$ cat src/rtl/cpu7_csr_exc_pkg.sv
// Shared CSR addresses, field positions and register layouts for the cpu7 CSR
// file with exception sequencing and timer.
package cpu7_csr_exc_pkg;

  localparam int CSR_CRMD   = 'h00;
  localparam int CSR_PRMD   = 'h01;
  localparam int CSR_ECFG   = 'h04;
  localparam int CSR_ESTAT  = 'h05;
  localparam int CSR_ERA    = 'h06;
  localparam int CSR_EENTRY = 'h0C;
  localparam int CSR_SAVE0  = 'h30;
  localparam int CSR_TID    = 'h40;
  localparam int CSR_TCFG   = 'h41;
  localparam int CSR_TVAL   = 'h42;
  localparam int CSR_TICLR  = 'h44;

  // LIE bits 10 and 12 are reserved and always read zero.
  localparam logic [12:0] ECFG_LIE_MASK = 13'h0BFF;

  localparam int TCFG_EN       = 0;
  localparam int TCFG_PERIODIC = 1;

  // Shared layout of CRMD {IE, PLV} and PRMD {PIE, PPLV}.
  typedef struct packed {
    logic       ie;
    logic [1:0] plv;
  } mode_t;

endpackage

$ cat src/rtl/cpu7_csr_timer.sv
// Countdown timer holding TCFG and TVAL; emits a one-cycle expiry pulse
// whenever an enabled count sits at zero.
module cpu7_csr_timer
  import cpu7_csr_exc_pkg::*;
#(
  parameter int TIMER_W = 32
) (
  input  logic               clk,
  input  logic               reset,
  input  logic               i_tcfg_we,
  input  logic [TIMER_W-1:0] i_tcfg_wdata,
  output logic [TIMER_W-1:0] o_tcfg,
  output logic [TIMER_W-1:0] o_tval,
  output logic               o_expire
);

  logic               r_en;
  logic               r_periodic;
  logic [TIMER_W-3:0] r_initval;
  logic [TIMER_W-1:0] r_tval;

  assign o_expire = r_en && (r_tval == '0);
  assign o_tcfg   = {r_initval, r_periodic, r_en};
  assign o_tval   = r_tval;

  // A config write overrides any reload/decrement in the same edge.
  always_ff @(posedge clk) begin
    if (reset) begin
      r_en       <= 1'b0;
      r_periodic <= 1'b0;
      r_initval  <= '0;
      r_tval     <= '0;
    end else if (i_tcfg_we) begin
      r_en       <= i_tcfg_wdata[TCFG_EN];
      r_periodic <= i_tcfg_wdata[TCFG_PERIODIC];
      r_initval  <= i_tcfg_wdata[TIMER_W-1:2];
      if (i_tcfg_wdata[TCFG_EN]) r_tval <= TIMER_W'(i_tcfg_wdata[TIMER_W-1:2]);
    end else if (o_expire) begin
      if (r_periodic) r_tval <= TIMER_W'(r_initval);
      else            r_en   <= 1'b0;
    end else if (r_en) begin
      r_tval <= r_tval - TIMER_W'(1);
    end
  end

endmodule

$ cat src/rtl/cpu7_csr_exc.sv
// cpu7 CSR file: combinational read port, registered write port, exception
// entry / ERTN sequencing, interrupt status and a countdown timer.
module cpu7_csr_exc
  import cpu7_csr_exc_pkg::*;
#(
  parameter int GRLEN    = 32,
  parameter int CSR_BIT  = 14,
  parameter int NUM_SAVE = 4,
  parameter int TIMER_W  = 32,
  parameter int HWI_NUM  = 8
) (
  input  logic               clk,
  input  logic               reset,
  input  logic [CSR_BIT-1:0] csr_raddr,
  output logic [GRLEN-1:0]   csr_rdata,
  input  logic [CSR_BIT-1:0] csr_waddr,
  input  logic [GRLEN-1:0]   csr_wdata,
  input  logic               csr_wen,
  input  logic               excp_valid,
  input  logic [5:0]         excp_ecode,
  input  logic [8:0]         excp_esubcode,
  input  logic [GRLEN-1:0]   excp_pc,
  input  logic               ertn_valid,
  input  logic [HWI_NUM-1:0] hw_int,
  output logic [GRLEN-1:0]   csr_eentry,
  output logic [GRLEN-1:0]   csr_era,
  output logic [1:0]         csr_plv,
  output logic               int_pending
);

  mode_t              r_crmd;
  mode_t              r_prmd;
  logic [12:0]        r_lie;
  logic [1:0]         r_is_sw;
  logic [HWI_NUM-1:0] r_hwi;
  logic               r_ti;
  logic [5:0]         r_ecode;
  logic [8:0]         r_esub;
  logic [GRLEN-1:0]   r_era;
  logic [GRLEN-7:0]   r_eentry;
  logic [GRLEN-1:0]   r_save [NUM_SAVE];
  logic [GRLEN-1:0]   r_tid;
  logic               r_int;

  logic [12:0]        w_is;
  logic [31:0]        w_estat;
  logic [TIMER_W-1:0] w_tcfg;
  logic [TIMER_W-1:0] w_tval;
  logic               w_expire;
  logic               w_we_crmd, w_we_prmd, w_we_ecfg, w_we_estat;
  logic               w_we_era, w_we_eentry, w_we_tid, w_we_tcfg, w_we_ticlr;

  assign w_we_crmd   = csr_wen && (csr_waddr == CSR_BIT'(CSR_CRMD));
  assign w_we_prmd   = csr_wen && (csr_waddr == CSR_BIT'(CSR_PRMD));
  assign w_we_ecfg   = csr_wen && (csr_waddr == CSR_BIT'(CSR_ECFG));
  assign w_we_estat  = csr_wen && (csr_waddr == CSR_BIT'(CSR_ESTAT));
  assign w_we_era    = csr_wen && (csr_waddr == CSR_BIT'(CSR_ERA));
  assign w_we_eentry = csr_wen && (csr_waddr == CSR_BIT'(CSR_EENTRY));
  assign w_we_tid    = csr_wen && (csr_waddr == CSR_BIT'(CSR_TID));
  assign w_we_tcfg   = csr_wen && (csr_waddr == CSR_BIT'(CSR_TCFG));
  assign w_we_ticlr  = csr_wen && (csr_waddr == CSR_BIT'(CSR_TICLR));

  assign w_is    = {1'b0, r_ti, 1'b0, 8'(r_hwi), r_is_sw};
  assign w_estat = {1'b0, r_esub, r_ecode, 3'b000, w_is};

  cpu7_csr_timer #(.TIMER_W(TIMER_W)) u_timer (
    .clk         (clk),
    .reset       (reset),
    .i_tcfg_we   (w_we_tcfg),
    .i_tcfg_wdata(csr_wdata[TIMER_W-1:0]),
    .o_tcfg      (w_tcfg),
    .o_tval      (w_tval),
    .o_expire    (w_expire)
  );

  // Per-field priority: exception commit, then ERTN, then the CSR write.
  always_ff @(posedge clk) begin
    if (reset) begin
      r_crmd  <= '0;
      r_prmd  <= '0;
      r_era   <= '0;
      r_ecode <= '0;
      r_esub  <= '0;
    end else begin
      if (excp_valid)      r_crmd <= '0;
      else if (ertn_valid) r_crmd <= r_prmd;
      else if (w_we_crmd)  r_crmd <= mode_t'(csr_wdata[2:0]);

      if (excp_valid)      r_prmd <= r_crmd;
      else if (w_we_prmd)  r_prmd <= mode_t'(csr_wdata[2:0]);

      if (excp_valid)      r_era <= excp_pc;
      else if (w_we_era)   r_era <= csr_wdata;

      if (excp_valid) begin
        r_ecode <= excp_ecode;
        r_esub  <= excp_esubcode;
      end
    end
  end

  always_ff @(posedge clk) begin
    if (reset) begin
      r_lie    <= '0;
      r_is_sw  <= '0;
      r_hwi    <= '0;
      r_ti     <= 1'b0;
      r_eentry <= '0;
      r_tid    <= '0;
      r_int    <= 1'b0;
    end else begin
      r_hwi <= hw_int;
      r_int <= r_crmd.ie & (|(w_is & r_lie));
      if (w_we_ecfg)   r_lie    <= csr_wdata[12:0] & ECFG_LIE_MASK;
      if (w_we_estat)  r_is_sw  <= csr_wdata[1:0];
      if (w_we_eentry) r_eentry <= csr_wdata[GRLEN-1:6];
      if (w_we_tid)    r_tid    <= csr_wdata;
      // An expiry in the same edge as a TICLR clear keeps the flag set.
      if (w_expire)                         r_ti <= 1'b1;
      else if (w_we_ticlr && csr_wdata[0])  r_ti <= 1'b0;
    end
  end

  always_ff @(posedge clk) begin
    for (int i = 0; i < NUM_SAVE; i++) begin
      if (reset)
        r_save[i] <= '0;
      else if (csr_wen && (csr_waddr == CSR_BIT'(CSR_SAVE0 + i)))
        r_save[i] <= csr_wdata;
    end
  end

  always_comb begin
    csr_rdata = '0;
    case (csr_raddr)
      CSR_BIT'(CSR_CRMD):   csr_rdata = GRLEN'(r_crmd);
      CSR_BIT'(CSR_PRMD):   csr_rdata = GRLEN'(r_prmd);
      CSR_BIT'(CSR_ECFG):   csr_rdata = GRLEN'(r_lie);
      CSR_BIT'(CSR_ESTAT):  csr_rdata = GRLEN'(w_estat);
      CSR_BIT'(CSR_ERA):    csr_rdata = r_era;
      CSR_BIT'(CSR_EENTRY): csr_rdata = {r_eentry, 6'b000000};
      CSR_BIT'(CSR_TID):    csr_rdata = r_tid;
      CSR_BIT'(CSR_TCFG):   csr_rdata = GRLEN'(w_tcfg);
      CSR_BIT'(CSR_TVAL):   csr_rdata = GRLEN'(w_tval);
      default: begin
        for (int i = 0; i < NUM_SAVE; i++)
          if (csr_raddr == CSR_BIT'(CSR_SAVE0 + i)) csr_rdata = r_save[i];
      end
    endcase
  end

  assign csr_eentry  = {r_eentry, 6'b000000};
  assign csr_era     = r_era;
  assign csr_plv     = r_crmd.plv;
  assign int_pending = r_int;

endmodule

$ cat config.mk
export PLATFORM = sky130hd
export DESIGN_NAME = cpu7_csr_exc
export DESIGN_NICKNAME = d
export VERILOG_FILES = /design/src/rtl/cpu7_csr_exc_pkg.sv /design/src/rtl/cpu7_csr_timer.sv /design/src/rtl/cpu7_csr_exc.sv
export SDC_FILE = /design/constraint.sdc
export NUM_CORES = 1
export LEC_CHECK = 0
export CAP_MARGIN = 20
export CORE_UTILIZATION = 41
export DETAILED_ROUTE_END_ITERATION = 10
export SLEW_MARGIN = 15
export SYNTH_ARGS = -nofsm -noshare
export SYNTH_HDL_FRONTEND = slang
export SYNTH_SLANG_ARGS = --single-unit
$ cat constraint.sdc
create_clock -name clk -period 5.8 [get_ports clk]
set_input_delay 1.16 -clock clk [delete_from_list [all_inputs] [get_ports clk]]
set_output_delay 1.16 -clock clk [all_outputs]
set_load 0.005 [all_outputs]
## Word-level counts from Yosys, hierarchy flattened

Memories as Yosys holds them, arrays and structs flattened.
Cells that the tools add are included.

| storage, ports and cells | value |
|---|---|
| bits in registers | 198 |
| latch bits | 0 |
| RAM bits | 128 |
| memory bits (read-only) | 0 |
| output and inout bits | 99 |
| logic and storage cells | 120 |
| memories | 1 |

Memory list:

| name | depth | bits a word | read ports | clocked after Yosys merged registers in | wr ports | RTL line | source |
|---|---|---|---|---|---|---|---|
| r_save | 4 | 32 | 4 | 0 | 4 | cpu7_csr_exc.sv:41 | `logic [GRLEN-1:0] r_save [NUM_SAVE];` |

| operators by class | value |
|---|---|
| $add $sub $neg | 1 |
| multiply operators | 0 |
| div/mod/pow operators | 0 |
| $lt $le $gt $ge | 0 |
| equality and inequality tests | 27 |
| shifts and indexed selects | 0 |
| mux-type cells | 39 |
| bitwise operators | 6 |
| reduce and logical (&&, ||, !) cells | 28 |

Operators by type and width:

| kind | count |
|---|---|
| $mux 32 | 15 |
| $pmux 32 s9 | 1 |
| $eq 14x6->1 const B | 8 |
| $eq 14x3->1 const B | 6 |
| $eq 14x7->1 const B | 6 |
| $logic_not 32->1 | 1 |
| $sub 32x1->32 const B | 1 |
| $eq 14x1->1 const B | 2 |
| $eq 14x4->1 const B | 2 |
| $logic_not 14->1 | 2 |
| $mux 1 | 19 |
| $logic_and 1x1->1 | 15 |
| $reduce_or 13->1 | 1 |
| $and 12x12->12 | 1 |
| $mux 3 | 4 |
| $reduce_bool 2->1 | 5 |
| $or 1x1->1 | 4 |
| $ne 3x2->1 const B | 1 |
| $reduce_and 3->1 | 1 |
| $reduce_bool 3->1 | 1 |
| $ne 2x1->1 const B | 1 |
| $ne 2x2->1 const B | 1 |
| $reduce_and 2->1 | 1 |
| $reduce_or 2->1 | 1 |
| $and 1x1->1 | 1 |

## Longest topological paths before layout

Gate-level depths: netlist of the first run.

| logic depth | value |
|---|---|
| depth in word-level cells | 6 |
| gate-level depth with buffers | 10 |

## Modules after synthesis

A second synthesis of the first run with hierarchy kept.

| unflattened totals | value |
|---|---|
| cells, all modules | 1779 |
| area total of the unflattened synthesis | 16809.9 um^2 |

Modules (own cells, without submodules):

| module | times used | cells an instance | area each (um^2) |
|---|---|---|---|
| cpu7_csr_exc | 1 | 1347 | 13369.1 |
| cpu7_csr_timer | 1 | 432 | 3440.8 |

## Worst setup path after synthesis of the first run

No wires, ideal clock.

| timing path | value |
|---|---|
| path type | input -> register |
| start point | in csr_waddr[9] |
| end point | mem r_save[1][0], enable pin |
| arrival time | 4597 ps |
| path slack | 737 ps |
| stages on the path | 5 |
| path buffers | 1 |
| cells stage by stage | or4_1 clkbuf_1 nor2_1 nand4_1 o21ai_0 |

RTL lines:

| item | RTL line | source |
|---|---|---|
| start, declared | cpu7_csr_exc.sv:16 | `input logic [CSR_BIT-1:0] csr_waddr,` |
| end, declared | cpu7_csr_exc.sv:41 |  |

## Worst setup path after layout of the first run

| timing path | value |
|---|---|
| start point | in csr_raddr[9] |
| end point | out csr_rdata[1] |

| on the way | value |
|---|---|
| cells in the longest elaborated chain, start to end | 6 |
| elaborated cells between the ends (all ways) | 18 |
| classes of those cells | 12 x eq/ne; 5 x mux; 1 x reduce/logical |

Ends and longest elaborated chain:

| item | RTL line | source |
|---|---|---|
| start, declared | cpu7_csr_exc.sv:14 | `input logic [CSR_BIT-1:0] csr_raddr,` |
| $eq 14x6->1 | cpu7_csr_exc.sv:147 | `if (csr_raddr == CSR_BIT'(CSR_SAVE0 + i)) csr_rdata = r_save[i];` |
| $mux 32 (4 in a row) | cpu7_csr_exc.sv:147 |  |
| $pmux 32 s9 (*) | cpu7_csr_exc.sv:135 | `case (csr_raddr)` |
| end, declared | cpu7_csr_exc.sv:15 | `output logic [GRLEN-1:0] csr_rdata,` |

Every way passes the cells marked *; elsewhere a longest branch is shown, timed or not.

==> results of run 1 <==
-- power groups by stage --
stage | Clock [mW] | Combinational (mW) | Sequential [mW]
after floorplan | 0 | 0.167 | 2.51
after global placement | 0 | 0.378 | 2.52
after detailed placement | 0 | 0.379 | 2.53
after CTS | 2.53 | 0.380 | 2.48
after global routing | 2.62 | 0.402 | 2.48
final | 2.50 | 0.380 | 2.48
-- worst max path at each step --
stage	slack, ns	from	to	cells past startpoint
6_report	0.41	csr_raddr[9]	csr_rdata[1]	8
3_5_place_dp	0.46	csr_raddr[9]	csr_rdata[9]	8
4_1_cts	0.46	csr_raddr[9]	csr_rdata[9]	8
2_1_floorplan	0.74	csr_waddr[9]	r_save[1][0]	5
3_3_place_gp	0.47	csr_raddr[9]	csr_rdata[6]	9
5_1_grt	0.24	csr_raddr[3]	csr_rdata[1]	8
-- layout make-up --
| cell class | instances | area (um2) |
|---|---|---|
| Fill cell | 3474 | 18050 |
| Sequential cell | 326 | 7807 |
| Multi-Input combinational cell | 1173 | 7586 |
| Timing Repair Buffer | 248 | 2421 |
| Clock buffer | 58 | 1172 |
| Tap cell | 511 | 639.4 |
| Clock inverter | 11 | 140.1 |
| Inverter | 7 | 26.28 |
-- placed cells by master, fill, tap and decap left out, types with 29 or more instances in the layout --
cell type,Yosys,layout
sky130_fd_sc_hd__nand2_1,263,262
sky130_fd_sc_hd__clkdlybuf4s50_1,0,208
sky130_fd_sc_hd__dfxtp_1,198,198
sky130_fd_sc_hd__a21oi_1,159,159
sky130_fd_sc_hd__and2_1,128,128
sky130_fd_sc_hd__edfxtp_1,128,128
sky130_fd_sc_hd__mux2i_1,114,114
sky130_fd_sc_hd__nor2_1,92,88
sky130_fd_sc_hd__o21ai_0,69,65
sky130_fd_sc_hd__clkbuf_16,0,42
sky130_fd_sc_hd__nor2b_1,42,41
sky130_fd_sc_hd__buf_4,9,35
sky130_fd_sc_hd__mux4_2,32,32
sky130_fd_sc_hd__nor3_1,34,29
-- stage by stage --
stage	hold WS (ns)	util, %	total power, mW
finish	0.4543	52.30	5.356
global route	0.4737	52.30	5.501
CTS	0.4541	52.29	5.383
global placement	0.4415	48.82	2.902
floorplan	0.4357	-	2.681
detailed placement	0.4458	48.82	2.904
-- registers in the layout, indices dropped and copies added (netlist names), 2 cells and up --
| signal | cells |
|---|---|
| r_is_sw | 2 |
| r_save | 128 |
| r_prmd | 3 |
| u_timer.r_initval | 30 |
| csr_era | 32 |
| r_hwi | 8 |
| r_ecode | 6 |
| r_esub | 9 |
| u_timer.o_tval | 32 |
| r_tid | 32 |
| r_eentry | 26 |
| csr_plv | 2 |
| r_lie | 11 |
-- per-layer routing --
layer / wire length [um] / share of wire (%)
met1: 25780 / 46
met2: 25370 / 45
met3: 4146 / 7.4
met4: 1005 / 1.8
met5: 0 / 0
-- cell families after synthesis --
group,after synthesis
compound gates,355
xor+xnor,10
fa+ha+maj,1
buf+inv,148
flops,326
mux,147
other cells,1
simple gates,654
-- cells in the mapped netlist, types with 10 or more instances --
cell type / number / area, um2
sky130_fd_sc_hd__nand2_1: 263 / 987.2
sky130_fd_sc_hd__dfxtp_1: 198 / 3964
sky130_fd_sc_hd__a21oi_1: 159 / 795.8
sky130_fd_sc_hd__and2_1: 128 / 800.8
sky130_fd_sc_hd__edfxtp_1: 128 / 3844
sky130_fd_sc_hd__mux2i_1: 114 / 1141
sky130_fd_sc_hd__clkbuf_1: 109 / 409.1
sky130_fd_sc_hd__nor2_1: 92 / 345.3
sky130_fd_sc_hd__o21ai_0: 69 / 345.3
sky130_fd_sc_hd__nor2b_1: 42 / 262.8
sky130_fd_sc_hd__nor3_1: 34 / 170.2
sky130_fd_sc_hd__mux4_2: 32 / 720.7
sky130_fd_sc_hd__a222oi_1: 23 / 230.2
sky130_fd_sc_hd__a31oi_1: 17 / 106.4
sky130_fd_sc_hd__and3_1: 11 / 68.82
sky130_fd_sc_hd__buf_2: 11 / 55.05
sky130_fd_sc_hd__nand4_1: 11 / 68.82
sky130_fd_sc_hd__a311oi_1: 10 / 87.58
sky130_fd_sc_hd__buf_1: 10 / 37.54
sky130_fd_sc_hd__o211ai_1: 10 / 75.07
-- critical path, cell delays in order --
cell	delay, ns
sky130_fd_sc_hd__clkdlybuf4s50_1	0.39
sky130_fd_sc_hd__or4_1	0.62
sky130_fd_sc_hd__nor3_1	0.43
sky130_fd_sc_hd__a41o_1	0.26
sky130_fd_sc_hd__o22ai_1	0.23
sky130_fd_sc_hd__a2111oi_0	0.50
sky130_fd_sc_hd__a21oi_1	0.11
sky130_fd_sc_hd__clkdlybuf4s50_1	0.52
==> results.md, run 1 <==
* Number of endpoints failing setup at the final stage at 0
* Endpoint of the worst hold path: r_tid[24]
* Final Max Slew Viols at 0
* Number of global-route vias before repair at 12,760
* Htree depth at 2
* Status: completed
* Root cell of the clock tree: sky130_fd_sc_hd__clkbuf_16
* Sequential cell fraction of total power at 46.2%
* Synth warn at 0
* Number of antenna violations at the first check in global routing at 0
* Worst reg-to-reg path cell count at 8
* Count of distinct cell types in the synthesized netlist at 75
* Compound-cell area share of the yosys netlist at about 14%
* Sequential cell area fraction in the yosys report at 49.18%
* Total global routing overflow at 0
* Die outline width at 198.8 um
* Clock insertion delay at the later pin of the skew report at 0.53 ns
* Share of async-settable or async-resettable flops after synthesis at 0%
* Synth Area in Adders at 0.07881%
* Startpoint Class: input port
* Static power due to leakage at 6.935 nW
* Clock Sinks at 326
* Max-Slew Margin vs Limit at 29.61%
* Worst-path fanout max at 8
* First-pass GRT wire length at 82.81 mm
* Post-cts resize count at 0
* Core region area at 37,840 um2
* Share of cells above drive strength 1 at 9.325%
* Tightest Hold Check Type: reg2reg
* Hold violation total from the final report at 0
* Layout Nets at 1,915
* Post-synthesis xor/xnor area fraction at 0.5517%
* P per Cell Area at 270.6 nW/um2
* Worst IR Drop VDD at about 0.19 mV
* Routed len/inst at 24.13 um
* Setup slack after placement at between 0.4 and 0.5 ns
* Clk pwr share at 46.7%
* Count of flip-flops with a built-in enable after synthesis at 128
* Cell Count, Final, Fillers Out at 2,334
* Startpoint of the worst register-to-register path: u_timer.o_tval[0]
* Die height at 198.8 um
* Required time reported for the critical path endpoint at 4.64 ns
* Port Buffer Count at 212
* Final setup TNS at 0 ns
* Total internal power at 4.146 mW
* Min-delay src: r_tid[24]
* Fin crit period at around 5.4 ns
* Number of instances on the worst hold path at 2
* Post-synthesis instance area at between 15,000 and 20,000 um2
* Grt met3 use at between 2 and 3%
* Primary FF master, synth: sky130_fd_sc_hd__dfxtp_1
* R2R Path End: u_timer.o_tval[30]
* Setup slack of the most critical reg-to-reg path at approximately 2.3 ns
* Row count at slightly above 70
* HPWL after detailed placement at 38.27 mm
* Reported max-cap violation count at 0
* Post-detailed-route via-to-cell ratio at 5.830
* Combinational share of power at 7.1%
* Overall routed net length at 56.31 mm
* Clock tree from TritonCTS: built
* Nature of the critical path endpoint: output port
* Post-synthesis simple-gate area fraction at about 20%
* 1st-pass router iterations at 9
* Critical path type: in2out
* Number of DRC violations after detailed routing at 0
* Placement-stage cell area at 18,480 um2
* Arrival time reported for the critical path endpoint at 4.23 ns
* Post-synthesis sequential element count at roughly 330
* Most used routing layer: met2
* Met1 usage in global routing at ~43%
* Post-Syn Area per Cell at slightly below 10 um2
* Inserted Clock Buffers at 38
* Worst Tran Pin Value at 1.056 ns
* Placed cells at around 2,300
* Largest family of logic cells by synthesized area: simple AND/OR/NAND/NOR gates
* Maximum number of pins on one net before global-route repair at 89
* Met2 track demand over resource at 43.02%
* Post-CTS Setup Repair Bufs at 0
* Area of the die at 39,510 um2
* Net switching share of the total power at 22.59%
* GRT Total Usage at between 20 and 30%
* Layout overhead on the synthesized area at 24.67%
* Total non-filler cell area in the finished layout at about 20,000 um2
* Final setup margin at 0.4081 ns
* Final weighted congestion in routability-driven placement at 0.9438
* Skew final at 0.01543 ns
* Post-synthesis instance total at 1,642
* Net switching component of the power at 1.210 mW
* Mux contribution to synthesized area at approximately an eighth
* Count of pins on the block boundary at 219
* Post-CTS Hold Fix Bufs at 0
* Setup repair after global routing missed its margin: no
* Routed via count at around 14,000
* Achievable Freq at around 190 MHz
* Clock edge transition at the registers on the reported setup and hold paths at about 0.060 ns
* Final period utilization at just over 90%
* Number of diodes added for antenna fixing at 0
* Antenna violation net count after detailed routing at 0
* Iter 0 DRT Violations at between 1,000 and 1,500
* Clock Path Buffers at 3
* Effective utilization at floorplan at 41.95%
Note: power is estimated with default switching activity, not from simulation.
==> run 2, diff against run 1 <==
--- a/config.mk
+++ b/config.mk
@@ -8,6 +8,7 @@
 export CAP_MARGIN = 20
 export CORE_UTILIZATION = 41
 export DETAILED_ROUTE_END_ITERATION = 10
+export GPL_TIMING_DRIVEN = 0
 export SLEW_MARGIN = 15
 export SYNTH_ARGS = -nofsm -noshare
 export SYNTH_HDL_FRONTEND = slang
==> run 2 against run 1 <==
  * The flow now finishes with violations (negative setup slack)
  * Flip-flop and latch count unchanged
  * Cell count is 4.4% higher
  * Count of clock-buffer cells in the layout fell by 1
  * Clock power down 5%
  * Die area did not move
  * Critical endpoint is now csr_rdata[30]
==> results.md, run 2 (same netlist as run 1, synthesis figures left out) <==
* Number of diodes added for antenna fixing at 0 (unchanged)
* Min Hold Slack at 0.4541 ns (-0.0002250 ns)
* Final setup margin at -0.0009459 ns (-0.4090 ns)
* Routed via count at 14,380 (+5.6%)
* List of cells traversed by the critical path: clkdlybuf4s50_1, clkbuf_1, buf_1, o21ai_0, a222oi_1, a31oi_1, clkdlybuf4s50_1
* Inserted Clock Buffers at 38 (unchanged)
* Number of antenna violations at the first check in global routing at 0 (unchanged)
* Layout Nets at 2,019 (+5.4%)
* Post-CTS Hold Fix Bufs at 0 (unchanged)
* HPWL after detailed placement at 47.54 mm (+24%)
* Achievable Freq at 172.4 MHz (-7.1%)
* Number of logic stages on the critical path including buffering at 7 (-1)
* Delay of the slowest cell on the worst path at 0.79 ns (+0.17 ns)
* Root cell of the clock tree: sky130_fd_sc_hd__clkbuf_16
* Clock Path Buffers at 3 (unchanged)
* Number of global-route vias before repair at 13,900 (+8.9%)
* Routed len/inst at 26.00 um (+7.8%)
* Required time reported for the critical path endpoint at 4.64 ns (about the same)
* Nature of the critical path endpoint: output port
* Port Buffer Count at 206 (-2.8%)
* Clock Sinks at 326 (unchanged)
* Crit path max-delay family: buffers and inverters
* Max-Slew Margin vs Limit at 22.36% (-7.3 points)
* P per Cell Area at 261.8 nW/um2 (-3.2%)
* Die outline width at 198.8 um (unchanged)
* Layout overhead on the synthesized area at 26.61%
* GRT Total Usage at 32.15% (+4.0 points)
* Final period utilization at 100.0% (+7.1 points)
* Worst reg-to-reg path cell count at 9 (+1)
* Reg with most FFs: r_save
* Setup slack of the most critical reg-to-reg path at 2.44 ns (+0.12 ns)
* Final weighted congestion in routability-driven placement at 0.9515 (+0.82%)
* Startpoint Class: input port
* Placement-stage cell area at 18,780 um2 (+1.6%)
* Skew final at 0.01123 ns (-0.004195 ns)
* Maximum number of pins on one net before global-route repair at 21 (-76%)
* Tightest Hold Check Type: reg2reg
* Most used cell along the critical path: sky130_fd_sc_hd__clkdlybuf4s50_1
* Final Max Slew Viols at 0 (unchanged)
* Core region area at 37,840 um2 (unchanged)
* Count of pins on the block boundary at 219 (unchanged)
* Effective utilization at floorplan at 41.95% (unchanged)
* Post-CTS Setup Repair Bufs at 0 (unchanged)
* Number of flip-flops under the largest register name at 128 (unchanged)
* Critical Path Slowest Stage Cell: sky130_fd_sc_hd__buf_1
* Iter 0 DRT Violations at 1,534 (+28%)
* Worst-path fanout max at 10 (+2)
* Post-detailed-route via-to-cell ratio at 5.899 (+1.2%)
* Setup repair after global routing missed its margin: no
* Arrival time reported for the critical path endpoint at 4.64 ns (+0.41 ns)
* Critical path type: in2out
* Share of cells above drive strength 1 at 8.775% (-0.55 points)
* Status: complete, but fails checks
* Total non-filler cell area in the finished layout at 20,100 um2 (+1.6%)
* Reported max-cap violation count at 0 (unchanged)
* Htree depth at 2 (unchanged)
* Number of endpoints failing setup at the final stage at 1 (+1)
* Worst Tran Pin Value at 1.165 ns (+0.1088 ns)
* Row count at 71 (unchanged)
* Worst IR Drop VDD at 0.1995 mV (+4.4%)
* Number of buffers and inverters on the critical path at 4 (+2)
* Clock insertion delay at the later pin of the skew report at 0.53 ns (about the same)
* Fin crit period at 5.801 ns (+0.4090 ns)
* Die height at 198.8 um (unchanged)
* Static power due to leakage at 7.058 nW (+1.8%)
* Total global routing overflow at 0 (unchanged)
* Leading cell type in the layout, fill and taps excluded: sky130_fd_sc_hd__nand2_1
* Clock edge transition at the registers on the reported setup and hold paths at 0.05 ns (about the same)
* Antenna violation net count after detailed routing at 0 (unchanged)
* Violated checks: negative setup slack
* First-pass GRT wire length at 91.76 mm (+11%)
* Area of the die at 39,510 um2 (unchanged)
* 1st-pass router iterations at 8 (-1)
* Number of DRC violations after detailed routing at 0 (unchanged)
* Final total power at 5.263 mW (-1.7%)
* Hold violation total from the final report at 0 (unchanged)
* Top library cells by usage in the layout, fill and taps aside: 263 x sky130_fd_sc_hd__nand2_1, 206 x sky130_fd_sc_hd__clkdlybuf4s50_1, 198 x sky130_fd_sc_hd__dfxtp_1
* Number of instances on the worst hold path at 2 (unchanged)
* Clock tree from TritonCTS: built
* Setup slack after placement at -0.5038 ns (-0.9685 ns)
* Overall routed net length at 63.37 mm (+13%)
==> run 2: worst paths after layout <==
path / startpoint / endpoint
setup / recovery: csr_raddr[1] / csr_rdata[30]
hold / removal: r_tid[27] / r_tid[27]
setup reg to reg: u_timer.o_tval[0] / u_timer.o_tval[16]
hold reg to reg: r_tid[27] / r_tid[27]
==> run 2: routing by layer <==
metal / track usage (%) / vias up / routed length (um)
met4: 11.45 / 0 / 2038
met3: 4.832 / 125 / 5368
met5: 0 / - / 0
li1: - / 6439 / -
met2: 51.33 / 723 / 29410
met1: 44.18 / 7088 / 26550
==> run 2: power by group <==
group	internal, mW	total (mW)	switching, mW
sequential	2.44	2.48	0.0342
clock	1.41	2.37	0.960
combinational	0.184	0.417	0.234
==> run 2: layout make-up <==
type                       count  area (um2)
buffer                       140       623.1
inverter                       7       26.28
timing repair buffer         212        2191
sequential                   326        7807
clock inverter                11       80.08
multi-input combinational   1173        7587
tap                          511       639.4
fill                        3489       17740
clock buffer                  57        1146
==> run 2: timing repair <==
action | CTS | global route
setup endpoints to repair | 30 | 30
resized for setup | 22 | 25
hold endpoints to repair | 0 | 0
pin swaps | 0 | 1
==> run 2: through the flow <==
step / util [%] / TNS (ns) / instances
CTS: 53.01 / -0.02156 / 2438
global route: 53.11 / 0 / 2437
global placement: 49.14 / -272.28 / 2364
floorplan: - / 0 / 1647
detailed placement: 49.62 / -9.282 / 2370
finish: 53.11 / -0.0009459 / 2437
==> run 2: worst min-delay path: stages (launching register included) <==
cell and delay [ns]:
sky130_fd_sc_hd__dfxtp_1 0.30, sky130_fd_sc_hd__nand2_1 0.05, sky130_fd_sc_hd__a21oi_1 0.05
